--- src/rtl/alu_arbiter.sv ---
// alu_arbiter: two requesters share one 4-bit ALU with a single transaction
// in flight. Arbitration is round-robin (FAIR=1) or fixed priority with
// requester 0 highest (FAIR=0). An accepted operation executes for one
// cycle, then its result is held on rsp_result with the granted
// requester's rspN_valid until that requester takes it.
//
// Ports:
//   clk, rst                     clock, asynchronous active-high reset
//   reqN_valid / reqN_ready      operation handshake (ready is combinational)
//   reqN_a, reqN_b, reqN_sel     operands and opcode (00 add, 01 and, 10 or, 11 xor)
//   rspN_valid / rspN_ready      result handshake per requester
//   rsp_result                   shared result bus
//   busy                         high whenever the FSM is not idle
//   txn_count                    completed responses, wraps at 256

// 4-bit combinational ALU; add wraps modulo 16.
module alu4 (
    input  logic [3:0] a,
    input  logic [3:0] b,
    input  logic [1:0] sel,
    output logic [3:0] y
);
    always_comb begin
        y = '0;
        case (sel)
            2'b00:   y = a + b;
            2'b01:   y = a & b;
            2'b10:   y = a | b;
            default: y = a ^ b;
        endcase
    end
endmodule

module alu_arbiter #(
    parameter int FAIR = 1
) (
    input  logic       clk,
    input  logic       rst,
    input  logic       req0_valid,
    output logic       req0_ready,
    input  logic [3:0] req0_a,
    input  logic [3:0] req0_b,
    input  logic [1:0] req0_sel,
    input  logic       req1_valid,
    output logic       req1_ready,
    input  logic [3:0] req1_a,
    input  logic [3:0] req1_b,
    input  logic [1:0] req1_sel,
    output logic       rsp0_valid,
    input  logic       rsp0_ready,
    output logic       rsp1_valid,
    input  logic       rsp1_ready,
    output logic [3:0] rsp_result,
    output logic       busy,
    output logic [7:0] txn_count
);
    typedef enum logic [1:0] {IDLE, EXEC, RESP} state_t;

    state_t     state;
    logic [3:0] a_q, b_q;
    logic [1:0] sel_q;
    logic       gnt_q;     // requester owning the in-flight transaction
    logic       last_gnt;  // requester of the most recently completed transaction
    logic [3:0] alu_y;
    logic       gnt_any;
    logic       gnt_id;

    alu4 u_alu (
        .a   (a_q),
        .b   (b_q),
        .sel (sel_q),
        .y   (alu_y)
    );

    // Tie-break: round-robin favours whoever was not served last.
    always_comb begin
        gnt_any = req0_valid | req1_valid;
        if (req0_valid && req1_valid)
            gnt_id = (FAIR != 0) ? ~last_gnt : 1'b0;
        else
            gnt_id = req1_valid;
    end

    assign req0_ready = (state == IDLE) && !rst && gnt_any && !gnt_id;
    assign req1_ready = (state == IDLE) && !rst && gnt_any &&  gnt_id;

    always_ff @(posedge clk or posedge rst) begin
        if (rst) begin
            state      <= IDLE;
            a_q        <= '0;
            b_q        <= '0;
            sel_q      <= '0;
            gnt_q      <= 1'b0;
            last_gnt   <= 1'b1;
            rsp0_valid <= 1'b0;
            rsp1_valid <= 1'b0;
            rsp_result <= '0;
            busy       <= 1'b0;
            txn_count  <= '0;
        end else begin
            case (state)
                IDLE: begin
                    if (gnt_any) begin
                        a_q   <= gnt_id ? req1_a   : req0_a;
                        b_q   <= gnt_id ? req1_b   : req0_b;
                        sel_q <= gnt_id ? req1_sel : req0_sel;
                        gnt_q <= gnt_id;
                        busy  <= 1'b1;
                        state <= EXEC;
                    end
                end
                EXEC: begin
                    rsp_result <= alu_y;
                    rsp0_valid <= ~gnt_q;
                    rsp1_valid <= gnt_q;
                    state      <= RESP;
                end
                RESP: begin
                    if ((rsp0_valid && rsp0_ready) || (rsp1_valid && rsp1_ready)) begin
                        rsp0_valid <= 1'b0;
                        rsp1_valid <= 1'b0;
                        busy       <= 1'b0;
                        txn_count  <= txn_count + 8'd1;
                        last_gnt   <= gnt_q;
                        state      <= IDLE;
                    end
                end
                default: state <= IDLE;
            endcase
        end
    end
endmodule

--- config.mk ---
export PLATFORM = sky130hd
export DESIGN_NAME = alu_arbiter
export DESIGN_NICKNAME = d
export VERILOG_FILES = /design/src/rtl/alu_arbiter.sv
export SDC_FILE = /design/constraint.sdc
export NUM_CORES = 1
export LEC_CHECK = 0
export ABC_AREA = 1
export ABC_CLOCK_PERIOD_IN_PS = 1700
export CAP_MARGIN = 5
export CORE_MARGIN = 5
export CORE_UTILIZATION = 25
export CTS_BUF_LIST = sky130_fd_sc_hd__clkbuf_16
export DETAILED_ROUTE_END_ITERATION = 12
export GPL_TIMING_DRIVEN = 0
export HOLD_SLACK_MARGIN = 0.08
export SYNTH_ARGS = -nofsm -noshare
export SYNTH_HDL_FRONTEND = slang
export SYNTH_HIERARCHICAL = 1
export SYNTH_SLANG_ARGS = --single-unit
export TNS_END_PERCENT = 20
--- constraint.sdc ---
create_clock -name clk -period 1.7 [get_ports clk]
set_clock_uncertainty 0.1 [all_clocks]
set_input_delay 0.34 -clock clk [delete_from_list [all_inputs] [get_ports clk]]
set_output_delay 0.34 -clock clk [all_outputs]
set_load 0.005 [all_outputs]
==> impl_metrics.json <==
{
  "cts.sinks": 29,
  "arrival_ns": 1.85,
  "muxShareOfSynthArea_pct": 2.57,
  "violations": "negative setup slack",
  "worst_slack_ns": -0.101,
  "vias": 1572,
  "synth_compound_area_share_pct": 8.72,
  "nNetsFinal": 317,
  "yosysSeqAreaShare_pct": 41.5,
  "yosys_warnings": 6,
  "place_hpwl_mm": 3.14,
  "status": "complete, but fails checks",
  "grt_max_degree": 30,
  "die_area_mm2": 0.00878,
  "synth_top_family_by_area": "simple AND/OR/NAND/NOR gates",
  "clk-insertion-delay-late_ns": 0.27,
  "p_seq_share_pct": 29.9,
  "worstHoldEndpoint": "last_gnt",
  "endpoint_kind": "register",
  "synthCells": 224,
  "clockBufferDepth": 2,
  "core-area_mm2": 0.00679,
  "grt_pass1_vias": 1581,
  "num_rows": 30,
  "initialDrtViolationCount": 68,
  "critPathLaunchType": "register",
  "layout-drive-gt1-share_pct": 18.5,
  "rsz0062_at_grt": "true",
  "switchingPower_uw": 1610,
  "area_growth_pct": 44.3,
  "cp.depth": 7,
  "syn_avg_cell_area_um2": 7.81,
  "p_leak_uw": 0.00125,
  "fin_crit_sh_pct": 106,
  "n_antenna_cell": 0,
  "path_buf_inv": 2,
  "rrSetupSlack_ns": -0.10,
  "crit_family": "adder cells",
  "nFillCells": 707,
  "maxSlewViolCount": 0,
  "worstHoldPathType": "register to register",
  "die_y_um": 93.7,
  "slew_headroom_pct": 58.4,
  "regArea_um2": 728,
  "fmax_mhz": 555,
  "worst_ep_required_time_ns": 1.75,
  "switching_share_pct": 38.6,
  "cts_buffers": 5,
  "rr_startpoint": "a_q[0]",
  "ys_ff_latch": 29,
  "power_density_mw_per_mm2": 1650,
  "clkPwrFrac_pct": 19.1,
  "comb_power_share_pct": 51.0,
  "pre_cts_ws_ns": -0.691,
  "syn_nets": 260,
  "port_buffers": 42,
  "dr.pass1.iters": 4,
  "drtAntennaViolNets": 0,
  "cp_slowest_cell": "fa_1",
  "cts_tree": "built",
  "finalSetupViolCount": 3,
  "antenna_found_initial": 0,
  "yosys.area.top_type": "dfrtp_1",
  "worst-slew-pin-transition_ns": 0.622,
  "overflow": 0,
  "drt_wl_total_mm": 4.16,
  "r2r_cells": 7,
  "post_drt_wl_per_cell_um": 11.0,
  "grt_first_pass_wirelength_mm": 6.94,
  "synth_top_area_share_pct": 40.0,
  "via_per_inst": 4.17,
  "initial_core_util_pct": 25.8,
  "syn_area_mm2": 0.00175,
  "gp_congestion": 0.814,
  "worstHoldStart": "last_gnt",
  "slowest_delay_ns": 0.48,
  "path_cells": "ha_2 -> inv_2 -> fa_1 -> inv_1 -> nand2_1 -> o2111ai_2 -> mux2_2",
  "clk_pin_slew_worst_paths_ns": 0.05,
  "grt_usage_pct": 9.92,
  "synth-xor-area-share_pct": 2.00,
  "crit_fanout": 2,
  "ys_types": 28,
  "intPower_uw": 2560,
  "max-vdd-ir-drop_mv": 0.577,
  "synth-simple-area-share_pct": 26.3,
  "min_period_ns": 1.80,
  "max_cap_viol_count": 0,
  "min_delay_path_depth": 2,
  "drc": 0,
  "crit_type": "register to register",
  "dp.cells": 362,
  "synthAdderAreaFrac_pct": 7.58,
  "final_hold_viol_count": 0,
  "timing.rr.end": "rsp_result[1]",
  "io-pin-count": 43,
  "htree_levels": 2,
  "final_cells": 377,
  "yosys-top-cells-area": "dfrtp_1, nand2_1, inv_1",
  "multiInputGateArea_um2": 868,
  "cts_root_buf": "clkbuf_16",
  "die_w_um": 93.7
}
metrics by stage:
step / hold slack (ns) / setup TNS [ns] / total power (uW) / util, % / instance area [um^2]
floorplan: 0.317 / 0 / 2510 / - / 1750
global placement: 0.367 / -6.82 / 3140 / 33.8 / 2290
detailed placement: 0.375 / -7.63 / 3200 / 33.8 / 2290
CTS: 0.382 / -0.390 / 4170 / 36.5 / 2480
global route: 0.404 / -0.527 / 4560 / 37.2 / 2530
finish: 0.384 / -0.165 / 4170 / 37.2 / 2530
worst max path at each step:
stage                     startpoint       endpoint
after detailed placement  req1_valid     req0_ready
after floorplan               b_q[0]  rsp_result[1]
final                         a_q[0]  rsp_result[1]
after CTS                     a_q[0]  rsp_result[1]
after global placement    req1_valid     req1_ready
after global routing          a_q[0]  rsp_result[1]
flip-flops by register name, summed over array words and instances, names as in the netlist:
name / cells
b_q: 4
gnt_q: 1
rsp0_valid: 1
a_q: 4
rsp1_valid: 1
state: 2
rsp_result: 4
last_gnt: 1
sel_q: 2
txn_count: 8
busy: 1
cells in the mapped netlist (all sizes together):
cell     instances
a21oi            2
buf              5
dfrtp           28
dfstp            1
fa               1
ha               9
inv             42
mux2             4
nand2           82
nand3           14
nor2            10
nor3             2
o2111ai          2
o211ai          10
o21ai            6
o21bai           1
o221ai           1
xnor2            3
xor2             1
worst reg2reg max path: cells and delay by family, from the launching register on:
| family | cells | cell delay [ns] |
|---|---|---|
| buffers and inverters | 2 | 0.09 |
| AND/OR/NAND/NOR | 1 | 0.07 |
| flip-flops | 1 | 0.35 |
| AO/OA/AOI/OAI | 1 | 0.12 |
| multiplexers | 1 | 0.27 |
| adder cells (fa/ha/maj) | 2 | 0.67 |
area by class of cell:
cell class                 instances  area share (%)
timing repair buffer              51            18.8
clock inverter                     2           0.297
multi-input combinational        148            34.4
sequential                        29            28.8
buffer                             4            1.39
inverter                          42            6.59
clock buffer                       5            4.95
tap                               96            4.75
cell families (layout without fill, tap and decap cells):
kind of cell | count (synthesis) | in the layout
AO/OA/AOI/OAI | 22 | 22
flip-flops | 29 | 29
AND/OR/NAND/NOR | 108 | 108
multiplexers | 4 | 4
XOR/XNOR | 4 | 4
adder cells (fa/ha/maj) | 10 | 10
buffers and inverters | 47 | 104
power by group through the flow:
stage                     sequential [uW]  clock (uW)  combinational (uW)
after floorplan                      1210           0                1300
after global placement               1260           0                1870
after detailed placement             1270           0                1920
after CTS                            1250         813                2100
after global routing                 1300         844                2420
final                                1250         798                2130
per-layer routing:
layer	up-vias	wire length (um)	GRT usage, %
li1	813	-	-
met1	721	1900	11.9
met2	31	1980	16.5
met3	7	203	3.13
met4	0	79	3.85
met5	-	0	0
cells in the final DEF (no fill, tap or decap), types with 2 or more instances in the layout:
| cell | count |
|---|---|
| xnor2_1 | 3 |
| dfrtp_1 | 27 |
| nor2_2 | 2 |
| inv_1 | 34 |
| o21ai_0 | 2 |
| nand2_2 | 6 |
| dlygate4sd2_1 | 2 |
| clkdlybuf4s50_1 | 38 |
| buf_6 | 2 |
| nand2_1 | 75 |
| inv_4 | 2 |
| o211ai_1 | 10 |
| ha_1 | 7 |
| a21oi_1 | 2 |
| o21ai_1 | 3 |
| mux2_2 | 4 |
| buf_2 | 3 |
| clkbuf_16 | 5 |
| nor2_1 | 7 |
| nand3_1 | 13 |
| inv_2 | 6 |
| buf_4 | 10 |
timing repair:
action                     4_1_cts  5_1_grt
setup endpoints to repair        5       33
hold buffers                     0        0
gates resized for setup         15       10
setup buffers                    7        2
pin swaps                        2        2
No activity file was read; power rests on OpenSTA's default activity.
